--- config.mk ---
export PLATFORM = sky130hd
export DESIGN_NAME = mem_copy_dma
export DESIGN_NICKNAME = d
export VERILOG_FILES = /design/src/rtl/mem_pkg.sv /design/src/rtl/mem_copy_dma.sv
export SDC_FILE = /design/constraint.sdc
export NUM_CORES = 1
export LEC_CHECK = 0
export CAP_MARGIN = 20
export CORE_ASPECT_RATIO = 0.5
export CORE_UTILIZATION = 46
export CTS_CLUSTER_SIZE = 40
export DETAILED_ROUTE_END_ITERATION = 16
export PLACE_DENSITY = 0.81
export SETUP_SLACK_MARGIN = 0.2
export SKIP_CTS_REPAIR_TIMING = 1
export SYNTH_ARGS = -nofsm -noshare
export SYNTH_HDL_FRONTEND = slang
export SYNTH_SLANG_ARGS = --single-unit
--- constraint.sdc ---
create_clock -name clk -period 1.89 [get_ports clk]
set_input_delay 0.2835 -clock clk [delete_from_list [all_inputs] [get_ports clk]]
set_output_delay 0.2835 -clock clk [all_outputs]
set_load 0.02 [all_outputs]
--- src/rtl/mem_pkg.sv ---
// Shared definitions for the byte-copy DMA engine and its memory environment.
package mem_pkg;

    localparam int ADDR_W = 8;
    localparam int DATA_W = 8;

    typedef enum logic [1:0] {
        IDLE = 2'd0,
        RD   = 2'd1,
        WR   = 2'd2,
        DONE = 2'd3
    } dma_state_t;

endpackage : mem_pkg

--- src/rtl/mem_copy_dma.sv ---
// Byte-copy engine that owns the single port of the data memory.
// When idle, the CPU port is passed straight through to the memory. While a
// copy runs, the CPU port is ignored and bytes are moved one per two cycles:
// a read cycle that captures the combinational read data, then a write cycle.
module mem_copy_dma
    import mem_pkg::*;
#(
    parameter int AW = ADDR_W,
    parameter int DW = DATA_W
) (
    input  logic          clk,
    input  logic          reset,
    input  logic          start,
    input  logic [AW-1:0] src_addr,
    input  logic [AW-1:0] dst_addr,
    input  logic [AW-1:0] len,
    output logic          busy,
    output logic          done,
    input  logic [AW-1:0] cpu_addr,
    input  logic          cpu_wr_en,
    input  logic [DW-1:0] cpu_dat,
    output logic [AW-1:0] mem_addr,
    output logic          mem_wr_en,
    output logic [DW-1:0] mem_dat_wr,
    input  logic [DW-1:0] mem_dat_rd
);

    localparam logic [AW-1:0] ADDR_ZERO = {AW{1'b0}};
    localparam logic [AW-1:0] ADDR_ONE  = {{(AW-1){1'b0}}, 1'b1};
    localparam logic [DW-1:0] DATA_ZERO = {DW{1'b0}};

    dma_state_t    state_q, state_d;
    logic [AW-1:0] src_ptr_q, src_ptr_d;
    logic [AW-1:0] dst_ptr_q, dst_ptr_d;
    logic [AW-1:0] remaining_q, remaining_d;
    logic [DW-1:0] byte_buf_q, byte_buf_d;
    logic          busy_q, busy_d;
    logic          done_q, done_d;

    logic [AW-1:0] mem_addr_s;
    logic          mem_wr_en_s;
    logic [DW-1:0] mem_dat_wr_s;

    // Next-state, pointer and status computation for the copy sequencer.
    always_comb begin
        state_d     = state_q;
        src_ptr_d   = src_ptr_q;
        dst_ptr_d   = dst_ptr_q;
        remaining_d = remaining_q;
        byte_buf_d  = byte_buf_q;
        case (state_q)
            IDLE: begin
                if (start) begin
                    if (len != ADDR_ZERO) begin
                        src_ptr_d   = src_addr;
                        dst_ptr_d   = dst_addr;
                        remaining_d = len;
                        state_d     = RD;
                    end else begin
                        // Zero-length request still produces a done pulse.
                        state_d = DONE;
                    end
                end else begin
                    state_d = IDLE;
                end
            end
            RD: begin
                byte_buf_d = mem_dat_rd;
                state_d    = WR;
            end
            WR: begin
                // Pointers wrap naturally at the address width.
                src_ptr_d   = src_ptr_q + ADDR_ONE;
                dst_ptr_d   = dst_ptr_q + ADDR_ONE;
                remaining_d = remaining_q - ADDR_ONE;
                if (remaining_q == ADDR_ONE) begin
                    state_d = DONE;
                end else begin
                    state_d = RD;
                end
            end
            DONE: begin
                state_d = IDLE;
            end
            default: begin
                state_d = IDLE;
            end
        endcase
        // Status flags are registered copies of what the next state implies.
        busy_d = (state_d != IDLE);
        done_d = (state_d == DONE);
    end

    // Sequencer state, pointers, captured byte and registered status flags.
    always_ff @(posedge clk or posedge reset) begin
        if (reset) begin
            state_q     <= IDLE;
            src_ptr_q   <= ADDR_ZERO;
            dst_ptr_q   <= ADDR_ZERO;
            remaining_q <= ADDR_ZERO;
            byte_buf_q  <= DATA_ZERO;
            busy_q      <= 1'b0;
            done_q      <= 1'b0;
        end else begin
            state_q     <= state_d;
            src_ptr_q   <= src_ptr_d;
            dst_ptr_q   <= dst_ptr_d;
            remaining_q <= remaining_d;
            byte_buf_q  <= byte_buf_d;
            busy_q      <= busy_d;
            done_q      <= done_d;
        end
    end

    // Memory port mux: CPU owns the port in IDLE, the copy engine otherwise.
    always_comb begin
        mem_addr_s   = cpu_addr;
        mem_wr_en_s  = 1'b0;
        mem_dat_wr_s = cpu_dat;
        case (state_q)
            IDLE: begin
                mem_addr_s   = cpu_addr;
                mem_wr_en_s  = cpu_wr_en;
                mem_dat_wr_s = cpu_dat;
            end
            RD: begin
                mem_addr_s   = src_ptr_q;
                mem_wr_en_s  = 1'b0;
                mem_dat_wr_s = byte_buf_q;
            end
            WR: begin
                mem_addr_s   = dst_ptr_q;
                mem_wr_en_s  = 1'b1;
                mem_dat_wr_s = byte_buf_q;
            end
            DONE: begin
                mem_addr_s   = dst_ptr_q;
                mem_wr_en_s  = 1'b0;
                mem_dat_wr_s = byte_buf_q;
            end
            default: begin
                mem_addr_s   = cpu_addr;
                mem_wr_en_s  = 1'b0;
                mem_dat_wr_s = cpu_dat;
            end
        endcase
    end

    // Drive the memory port; writes are blocked outright while reset is held
    // so a CPU store presented during reset cannot reach the memory.
    always_comb begin
        mem_addr   = mem_addr_s;
        mem_dat_wr = mem_dat_wr_s;
        if (reset) begin
            mem_wr_en = 1'b0;
        end else begin
            mem_wr_en = mem_wr_en_s;
        end
    end

    assign busy = busy_q;
    assign done = done_q;

endmodule : mem_copy_dma

==> impl_metrics.toml <==
[status]
status = "complete, no violations"

[cells_and_area]
seq_area_um2 = 902
drive_gt1_share_pct = 33.2
fillers = 233
area_growth_pct = 61.9
multiInputGateArea_um2 = 1260
instances_no_fill = 367
nets = 368
diodes = 0

[power]
power_frac_clock_pct = 10.8
p_seq_share_pct = 29.3
total_power_mw = 5.40
ir_drop_v = 0.000911
internal_power_mw = 3.13
combPwrFrac_pct = 59.9
p_sw_share_pct = 42.1
p_leak_nw = 1.55
power_switching_mw = 2.27
powerDensity_nw_per_um2 = 1590

[clock_network]
cts_tree = "yes"
worst_skew_pair.late_latency_ns = 0.30
htreeDepth = 2
clockBufferDepth = 2
clkSinkCount = 36
root_buffer = "clkbuf_8"
cts_made_buffers = 5
clk_pin_slew_ns = 0.08

[timing]
maxSlewHeadroom_pct = 65.6
hold_violations = 0
period_share_pct = 97.8
setup_viol = 0
fin_worst_skew_ns = 0.0111
rsz0062_at_grt = "true"
fin_tns_setup_ns = 0
period_needed_ns = 1.85
drv_slew = 0
holdWs_ns = 0.313
fmax_mhz = 541
worst_slew_pin_slew_ns = 0.512

[grt]
grt_antenna_before_repair = 0
grt_pass1_wl_mm = 9.48
first_global_vias = 2066
grt_usage_pct = 25.3
overflow = 0
grt_max_degree = 37

[routing]
drc_errors = 0
vias = 2164
totalWireLength_mm = 6.81
drt-vias-per-instance = 5.90
postRouteAntennaNets = 0
dr.pass1.iters = 4
wl_per_cell_um = 18.6
dr.first_iter.drc_count = 133

[die]
ios = 71
core_area_um2 = 4120
die_h_um = 49.7
die_w_um = 97.4
design.die.area_um2 = 4840
initial_utilization_pct = 50.8
num_rows = 16

[logic_synthesis]
synthArstFlopShare_pct = 100
synthAdderAreaFrac_pct = 2.39
synth_nets = 270
ys_types = 42
ys_warn_count = 0
synth-simple-area-share_pct = 20.9
syn_area_um2 = 2090
synth_edf_count = 0
ys_seq_area_share_pct = 43.0
synth_top_family_by_area = "simple AND/OR/NAND/NOR gates"
syn_avg_cell_area_um2 = 9.79
yosys-mux-area-fraction_pct = 12.9
synth_xor_area_share_pct = 0
synth_compound_area_share_pct = 16.5
synth_flop_cell = "dfrtp_1"
ys_ff_latch = 36
netlist_instances = 214

[critical_path]
start_kind = "register"
required_ns = 2.06
arrival_ns = 2.02
setup.worst_path.end_class = "register"
path_max_fanout = 7
crit_type = "reg2reg"

[place]
gp_congestion = 0.855
place_inst = 351
io_buffer_count = 70
dpl.hpwl_mm = 4.33

[hold_path]
hold_path_class = "in2reg"

[job]
cap_violations = 0
[state kept, by name, indices dropped and copies added, names as in the netlist]
register,cells
busy,1
done,1
byte_buf_q,8
dst_ptr_q,8
state_q,2
src_ptr_q,8
remaining_q,8
[area by class of cell]
cell class,count,area share [%]
Clock buffer,6,2.43
Sequential cell,36,26.6
Multi-Input combinational cell,161,37.2
Tap cell,54,1.99
Inverter,5,0.553
Timing Repair Buffer,103,30.9
Clock inverter,2,0.295
[cells in the mapped netlist, types with 3 or more instances]
library cell  count  area share (%)
buf_6             3             1.6
ha_1              4             2.4
mux2i_1           9             4.3
o21ai_0          10             2.4
a211oi_2          3             1.8
clkbuf_1          6             1.1
dfrtp_1          36              43
o211ai_1          6             2.2
mux2_2           16             8.6
nand2b_1          4             1.2
nand2_1          21             3.8
a221o_1           3             1.4
nor2_1           16             2.9
nand4_1           3            0.90
inv_1             5            0.90
a21oi_1          13             3.1
nand3_1          11             2.6
o22ai_1           3            0.90
nor3_1           11             2.6
a211oi_1          3             1.1
nor3_2            3             1.4
[per-stage QoR]
stage / setup slack [ns] / utilization, % / cell area [um^2]
floorplan: 0.204 / - / 2100
global placement: -0.183 / 73.2 / 3020
detailed placement: -0.268 / 73.2 / 3020
CTS: -0.369 / 75.4 / 3110
global route: 0.00798 / 82.3 / 3390
finish: 0.0408 / 82.3 / 3390
[cells in the final DEF, fill, tap and decap left out, types with 2 or more instances in the layout]
cell type / n
clkbuf_8: 6
and4b_1: 2
nor2_1: 11
buf_6: 18
clkinv_2: 2
a211oi_2: 5
o21ai_1: 10
nor3_2: 4
inv_1: 5
o211ai_1: 6
nor2_4: 5
dlymetal6s2s_1: 12
nand4_1: 3
nand3_1: 6
nand2_1: 21
nand2b_1: 4
a221o_1: 3
a21oi_1: 12
mux2_2: 8
mux2i_1: 9
nand3_2: 5
nor3_1: 10
buf_4: 20
or4_4: 2
buf_12: 3
mux2_4: 8
o22ai_2: 3
clkdlybuf4s50_1: 45
buf_2: 4
ha_1: 4
dfrtp_1: 35
[routing by layer]
metal,part of all wire [%],GRT usage (%),up-vias
met5,0,0,-
met2,49,45.2,111
met3,6.7,5.67,20
met1,41,30.3,1047
li1,-,-,986
met4,3.4,9.31,0
[cell families after synthesis]
kind of cell / Yosys count
and+or+nand+nor: 83
AOI/OAI and AO/OA: 49
DFF: 36
muxes: 25
buffers and inverters: 17
adders and majority gates: 4
[power groups by stage]
stage | sequential, mW | combinational [mW] | clock, mW
2_1_floorplan | 1.43 | 1.73 | 0
3_3_place_gp | 1.50 | 2.70 | 0
3_5_place_dp | 1.52 | 2.78 | 0
4_1_cts | 1.51 | 2.80 | 0.591
5_1_grt | 1.63 | 3.47 | 0.630
6_report | 1.58 | 3.23 | 0.584
[worst max-delay path: stages (launching register included)]
cell,delay (ns)
dfrtp_2,0.46
buf_6,0.15
or3b_4,0.38
o21ba_4,0.25
buf_12,0.13
nor2_4,0.05
a221o_1,0.30
[final timing paths]
path	endpoint	cells past startpoint	start	slack, ns
max	dst_ptr_q[0]	6	state_q[0]	0.04
min	remaining_q[6]	3	len[6]	0.31
max reg2reg	dst_ptr_q[0]	6	state_q[0]	0.04
min reg2reg	remaining_q[6]	1	remaining_q[6]	0.49
max in group asynchronous	state_q[0]	3	reset	1.10
min in group asynchronous	src_ptr_q[5]	3	reset	0.43
Note: power is estimated with default switching activity, not from simulation.
